==> src/rtl/ram_pkg.sv <==
// ram_fifo_ctrl shared sizes, grant and token types.
// No ports; imported by the interface, queue and controller.
package ram_pkg;
    localparam int DATA_W   = 8;
    localparam int ADDR_W   = 5;
    localparam int DEPTH    = 1 << ADDR_W;
    localparam int OQ_DEPTH = 3;
    localparam int CNT_W    = ADDR_W + 1;
    localparam int OQ_CW    = 2;

    typedef enum logic [1:0] {
        GNT_NONE,
        GNT_WR,
        GNT_RD
    } grant_t;

    typedef enum logic {
        TOK_WR,
        TOK_RD
    } token_t;
endpackage

==> src/rtl/ram_fifo_ctrl_if.sv <==
// Stream and RAM-side signals of ram_fifo_ctrl.
// slave: controller view; master: producer/consumer/RAM view.
interface ram_fifo_ctrl_if;
    import ram_pkg::*;

    logic              in_valid;
    logic [DATA_W-1:0] in_data;
    logic              in_ready;
    logic              out_valid;
    logic [DATA_W-1:0] out_data;
    logic              out_ready;
    logic              write_enb;
    logic              read_enb;
    logic [ADDR_W-1:0] address;
    logic [DATA_W-1:0] data_in;
    logic [DATA_W-1:0] data_out;
    logic [CNT_W-1:0]  level;

    modport slave (
        input  in_valid, in_data, out_ready, data_out,
        output in_ready, out_valid, out_data,
        output write_enb, read_enb, address, data_in, level
    );

    modport master (
        output in_valid, in_data, out_ready, data_out,
        input  in_ready, out_valid, out_data,
        input  write_enb, read_enb, address, data_in, level
    );
endinterface

==> src/rtl/ram_fifo_oq.sv <==
// 3-entry output queue absorbing RAM read latency.
// Ports: i_push/i_din in, i_pop out, o_cnt fill, o_head front word.
module ram_fifo_oq
    import ram_pkg::*;
(
    input  logic              clk,
    input  logic              reset,
    input  logic              i_push,
    input  logic [DATA_W-1:0] i_din,
    input  logic              i_pop,
    output logic [OQ_CW-1:0]  o_cnt,
    output logic [DATA_W-1:0] o_head
);
    logic [DATA_W-1:0] r_q [OQ_DEPTH];
    logic [OQ_CW-1:0]  r_cnt;
    logic [OQ_CW-1:0]  w_wr_idx;

    // Head is always r_q[0]; a same-cycle pop shifts the slot down.
    assign w_wr_idx = r_cnt - OQ_CW'(i_pop);

    always_ff @(posedge clk or negedge reset) begin
        if (!reset) begin
            r_cnt <= '0;
            for (int i = 0; i < OQ_DEPTH; i++) begin
                r_q[i] <= '0;
            end
        end else begin
            if (i_pop) begin
                for (int i = 0; i < OQ_DEPTH - 1; i++) begin
                    r_q[i] <= r_q[i+1];
                end
            end
            if (i_push && (w_wr_idx < OQ_CW'(OQ_DEPTH))) begin
                r_q[w_wr_idx] <= i_din;
            end
            r_cnt <= r_cnt + OQ_CW'(i_push) - OQ_CW'(i_pop);
        end
    end

    assign o_cnt  = r_cnt;
    assign o_head = r_q[0];
endmodule

==> src/rtl/ram_fifo_ctrl.sv <==
// FIFO controller over a 32x8 single-port RAM, one access per cycle.
// Ports: clk, reset (async, low), bus (ram_fifo_ctrl_if.slave).
module ram_fifo_ctrl
    import ram_pkg::*;
(
    input  logic            clk,
    input  logic            reset,
    ram_fifo_ctrl_if.slave  bus
);
    logic [ADDR_W-1:0] r_wr_ptr;
    logic [ADDR_W-1:0] r_rd_ptr;
    logic [CNT_W-1:0]  r_ram_cnt;
    logic              r_rd_pend;
    token_t            r_token;
    token_t            w_token_nxt;
    grant_t            w_grant;
    logic              w_wr_req;
    logic              w_rd_req;
    logic              w_not_full;
    logic              w_wr;
    logic              w_rd;
    logic              w_pop;
    logic [OQ_CW-1:0]  w_oq_cnt;
    logic [DATA_W-1:0] w_oq_head;

    assign w_not_full = r_ram_cnt < CNT_W'(DEPTH);

    // Read only when the queue can take the word in flight;
    // out_ready is deliberately not used here.
    assign w_rd_req = (r_ram_cnt != '0) &&
                      ((3'(w_oq_cnt) + 3'(r_rd_pend)) < 3'(OQ_DEPTH));
    assign w_wr_req = reset && bus.in_valid && w_not_full;

    always_comb begin
        w_grant     = GNT_NONE;
        w_token_nxt = r_token;
        unique case (1'b1)
            (w_wr_req && w_rd_req): begin
                w_grant     = (r_token == TOK_WR) ? GNT_WR : GNT_RD;
                w_token_nxt = (r_token == TOK_WR) ? TOK_RD : TOK_WR;
            end
            (w_wr_req && !w_rd_req): w_grant = GNT_WR;
            (!w_wr_req && w_rd_req): w_grant = GNT_RD;
            default:                 w_grant = GNT_NONE;
        endcase
    end

    assign w_wr = (w_grant == GNT_WR);
    assign w_rd = (w_grant == GNT_RD);

    always_ff @(posedge clk or negedge reset) begin
        if (!reset) begin
            r_wr_ptr  <= '0;
            r_rd_ptr  <= '0;
            r_ram_cnt <= '0;
            r_rd_pend <= 1'b0;
            r_token   <= TOK_WR;
        end else begin
            r_token   <= w_token_nxt;
            r_rd_pend <= w_rd;
            if (w_wr) begin
                r_wr_ptr  <= r_wr_ptr + 1'b1;
                r_ram_cnt <= r_ram_cnt + 1'b1;
            end
            if (w_rd) begin
                r_rd_ptr  <= r_rd_ptr + 1'b1;
                r_ram_cnt <= r_ram_cnt - 1'b1;
            end
        end
    end

    assign w_pop = bus.out_valid && bus.out_ready;

    ram_fifo_oq u_oq (
        .clk    (clk),
        .reset  (reset),
        .i_push (r_rd_pend),
        .i_din  (bus.data_out),
        .i_pop  (w_pop),
        .o_cnt  (w_oq_cnt),
        .o_head (w_oq_head)
    );

    assign bus.in_ready  = reset && w_not_full &&
                           !(w_rd_req && r_token == TOK_RD);
    assign bus.out_valid = (w_oq_cnt != '0);
    assign bus.out_data  = w_oq_head;
    assign bus.write_enb = w_wr;
    assign bus.read_enb  = w_rd;
    assign bus.address   = w_wr ? r_wr_ptr : r_rd_ptr;
    assign bus.data_in   = bus.in_data;
    assign bus.level     = r_ram_cnt + CNT_W'(r_rd_pend) +
                           CNT_W'(w_oq_cnt);
endmodule

==> src/flat_wrapper.sv <==
// flat-port wrapper written by rule: the top's interface ports become plain ports
module ram_fifo_ctrl_flat import ram_pkg::*;
  (clk, reset, bus_in_valid, bus_in_data, bus_out_ready, bus_data_out, bus_in_ready, bus_out_valid, bus_out_data, bus_write_enb, bus_read_enb, bus_address, bus_data_in, bus_level);
  ram_fifo_ctrl_if bus_i ();
  input  logic clk;
  input  logic reset;
  input wire logic [$bits(bus_i.in_valid)-1:0] bus_in_valid;
  input wire logic [$bits(bus_i.in_data)-1:0] bus_in_data;
  input wire logic [$bits(bus_i.out_ready)-1:0] bus_out_ready;
  input wire logic [$bits(bus_i.data_out)-1:0] bus_data_out;
  output wire logic [$bits(bus_i.in_ready)-1:0] bus_in_ready;
  output wire logic [$bits(bus_i.out_valid)-1:0] bus_out_valid;
  output wire logic [$bits(bus_i.out_data)-1:0] bus_out_data;
  output wire logic [$bits(bus_i.write_enb)-1:0] bus_write_enb;
  output wire logic [$bits(bus_i.read_enb)-1:0] bus_read_enb;
  output wire logic [$bits(bus_i.address)-1:0] bus_address;
  output wire logic [$bits(bus_i.data_in)-1:0] bus_data_in;
  output wire logic [$bits(bus_i.level)-1:0] bus_level;
  assign bus_i.in_valid = bus_in_valid;
  assign bus_i.in_data = bus_in_data;
  assign bus_i.out_ready = bus_out_ready;
  assign bus_i.data_out = bus_data_out;
  assign bus_in_ready = bus_i.in_ready;
  assign bus_out_valid = bus_i.out_valid;
  assign bus_out_data = bus_i.out_data;
  assign bus_write_enb = bus_i.write_enb;
  assign bus_read_enb = bus_i.read_enb;
  assign bus_address = bus_i.address;
  assign bus_data_in = bus_i.data_in;
  assign bus_level = bus_i.level;
  ram_fifo_ctrl u_core (.clk(clk), .reset(reset), .bus(bus_i));
endmodule
==> config.mk <==
export PLATFORM = sky130hd
export DESIGN_NAME = ram_fifo_ctrl_flat
export DESIGN_NICKNAME = d
export VERILOG_FILES = /design/src/rtl/ram_pkg.sv /design/src/rtl/ram_fifo_ctrl_if.sv /design/src/rtl/ram_fifo_oq.sv /design/src/rtl/ram_fifo_ctrl.sv /design/src/flat_wrapper.sv
export SDC_FILE = /design/constraint.sdc
export NUM_CORES = 1
export LEC_CHECK = 0
export CAP_MARGIN = 0
export CORE_UTILIZATION = 45
export CTS_CLUSTER_SIZE = 24
export DETAILED_ROUTE_END_ITERATION = 8
export HOLD_SLACK_MARGIN = 0.12
export PLACE_DENSITY_LB_ADDON = 0.25
export SETUP_SLACK_MARGIN = 0.5
export SKIP_LAST_GASP = 1
export SLEW_MARGIN = 20
export SYNTH_ARGS = -nofsm -noshare
export SYNTH_HDL_FRONTEND = slang
export SYNTH_SLANG_ARGS = --single-unit
==> constraint.sdc <==
create_clock -name clk -period 5.61 [get_ports clk]
set_input_delay 0.8415 -clock clk [delete_from_list [all_inputs] [get_ports clk]]
set_output_delay 0.8415 -clock clk [all_outputs]
set_load 0.1 [all_outputs]
==> reports/results.txt <==
outcome = completed
relative slew slack = 0.350
final wirelength = 4.36 mm
hold violation total from the final report = 0
Starting Density = 0.481
vias in the first global route = 1591
layout cell share with drive strength beyond 1 = 0.140
H-Tree Level Count = 2
Mapped Area = 2530 um^2
antenna fix cells = 0
fillcell total = 477
worst-path fanout max = 15
Nets = 286
First-pass DRT Iterations = 4
critical path capture point type = output pin
post-DP HPWL = 2.93 mm
YS warnings = 0
type of the worst setup path = flop to output pin
first-pass GRT wire length = 7.41 mm
# DRC = 0
CTS tree = built
hold buffers post-CTS = 0
gr ovfl total = 0
Worst setup startpoint = u_core.u_oq.o_cnt[0]$_DFF_PN0_
worst slew pin tran = 0.973 ns
Gate Count Post-Synth = 231
row count = 26
Vias/cell = 5.06
Post-synth EDFFs = 0
Reg-to-Reg Start = u_core.u_oq.o_cnt[0]$_DFF_PN0_
Final min period = 4.35 ns
routed len/inst = 13.6 um
library cells used by synthesis = 37
routed via count = 1619
# Max-Cap Violations = 0
setup_tns = 0 ns
routability cong. = 0.760
FMAX = 230 MHz
Post-Synth Simple-Gate Area = 0.0949
Chip Height = 77.0 um
Placeable Area = 5270 um^2
register area share after synthesis = 0.435
Final setup violation count = 0
largest family of logic cells by synthesized area = multiplexers
setup bufs post-CTS = 0
ANT nets after route = 0
GRT Overall Usage = 0.158
multi-input logic area = 1210 um^2
worst setup path endpoint = bus_read_enb
FF-to-FF setup slack = 2.22 ns
Adder-Cell Fraction of Synth Area = 0.0929
HP Class = flop to flop
post-synthesis sequential element count = 44
Synth Area in Compound Gates = 0.0914
CTS max path bufs = 2
IO buf count = 34
initial drt markers = 88
Clk pin slew, worst setup/hold paths = 0.10 ns
Worst EP required = 4.77 ns
end of the worst register-to-register path = u_core.r_ram_cnt[5]$_DFFE_PN0P_
worst hold start = u_core.r_rd_ptr[4]$_DFFE_PN0P_
initial antenna violation count = 0
Worst Setup Start Kind = flop
layout overhead on the synthesized area = 14.2%
arrival time worst endpoint = 3.51 ns
dominant synthesized flop cell = dfrtp_1
pin count of the biggest net entering global routing = 47
Final Max Tran Viols = 0
worst hold stages = 1
FF/Latch Area = 1100 um^2
Post-Synth XOR/XNOR Area = 0.0657
asr flop ratio synth = 1.00
die width = 77.0 um
Die ar. = 5930 um^2
CTS resizes = 0
clock latency on the worst-skew pair = 0.31 ns
Reg2Reg Depth = 10
Num Clock Sinks = 44
post-synthesis net count = 268
post-synthesis mux area share = 0.134
Final period util = 0.776
Root Buffer = clkbuf_8
unrepaired setup endpoints after global routing = false
Top Ports = 51
TritonCTS Buffers = 5
Post-Syn Area per Cell = 11.0 um^2
Final Skew = 0.0134 ns
[through the flow]
stage | worst slack [ns] | hold slack, ns | area [um^2] | instances | utilization
floorplan | 1.81 | 0.440 | 2530 | 231 | -
global placement | 1.52 | 0.458 | 2780 | 312 | 0.527
detailed placement | 1.50 | 0.465 | 2780 | 312 | 0.527
CTS | 1.25 | 0.482 | 2890 | 320 | 0.549
global route | 1.13 | 0.514 | 2890 | 320 | 0.549
finish | 1.26 | 0.480 | 2890 | 320 | 0.549
[worst max-delay path, cell delays in order (launching register included)]
cell and delay, ns:
dfrtp_1 0.42, ha_1 0.21, ha_1 0.28, a221oi_2 0.35, o21a_1 0.20, ha_1 0.52, clkdlybuf4s50_1 1.24
[per-layer routing]
| metal | track usage | routed length, um | vias to the layer above |
|---|---|---|---|
| met3 | 0.0405 | 188 | 7 |
| met2 | 0.231 | 1860 | 33 |
| met4 | 0.0698 | 46 | 0 |
| li1 | - | - | 813 |
| met5 | 0 | 0 | - |
| met1 | 0.220 | 2260 | 766 |
[cells in the final DEF, fill, tap and decap left out, types with 6 or more instances in the layout]
cell | Yosys | final
xnor2_1 | 13 | 13
dfrtp_1 | 44 | 44
mux2_2 | 15 | 15
xor2_1 | 6 | 6
o21ai_1 | 9 | 9
mux2i_1 | 17 | 17
o21ai_0 | 11 | 11
ha_1 | 14 | 14
inv_1 | 13 | 13
buf_4 | 17 | 7
nand2_1 | 24 | 24
clkdlybuf4s50_1 | 0 | 27
nand4_1 | 6 | 6
[layout make-up]
class,count,area share
Clock buffer,5,0.0238
Clock inverter,3,0.0160
Inverter,13,0.0169
Multi-Input combinational cell,150,0.419
Sequential cell,44,0.381
Tap cell,70,0.0303
Timing Repair Buffer,35,0.113
[synthesized netlist by cell type (2+ instances only)]
cell type | n | share of area
buf_2 | 4 | 0.0079
nor2_1 | 3 | 0.0044
nand2_1 | 24 | 0.036
fa_1 | 3 | 0.024
a21o_1 | 3 | 0.0089
nor2b_1 | 4 | 0.0099
o21ai_1 | 9 | 0.018
o21ai_0 | 11 | 0.022
nor3b_1 | 2 | 0.0059
ha_1 | 14 | 0.069
nand4_1 | 6 | 0.015
buf_4 | 17 | 0.050
a21oi_1 | 3 | 0.0059
xnor2_1 | 13 | 0.045
mux2_2 | 15 | 0.067
mux2i_1 | 17 | 0.067
inv_1 | 13 | 0.019
dfrtp_1 | 44 | 0.43
clkbuf_1 | 2 | 0.0030
xor2_1 | 6 | 0.021
nand3_1 | 2 | 0.0040
[worst min-delay path by stage]
stage	to	slack, ns
floorplan	u_core.r_wr_ptr[4]$_DFFE_PN0P_	0.44
global placement	u_core.r_rd_ptr[4]$_DFFE_PN0P_	0.46
detailed placement	u_core.r_rd_ptr[4]$_DFFE_PN0P_	0.46
global route	u_core.r_wr_ptr[4]$_DFFE_PN0P_	0.51
CTS	u_core.r_wr_ptr[4]$_DFFE_PN0P_	0.48
finish	u_core.r_rd_ptr[4]$_DFFE_PN0P_	0.48
[logic make-up (layout without fill, tap and decap cells)]
| logic type | count (synthesis) | in the layout |
|---|---|---|
| multiplexers | 32 | 32 |
| AO/OA/AOI/OAI | 36 | 36 |
| buffers and inverters | 37 | 56 |
| AND/OR/NAND/NOR | 46 | 46 |
| XOR/XNOR | 19 | 19 |
| adder cells (fa/ha/maj) | 17 | 17 |
| flip-flops | 44 | 44 |
Power is not shown: default switching activity piles up to over one toggle a cycle in this logic, so the estimate is an artifact.
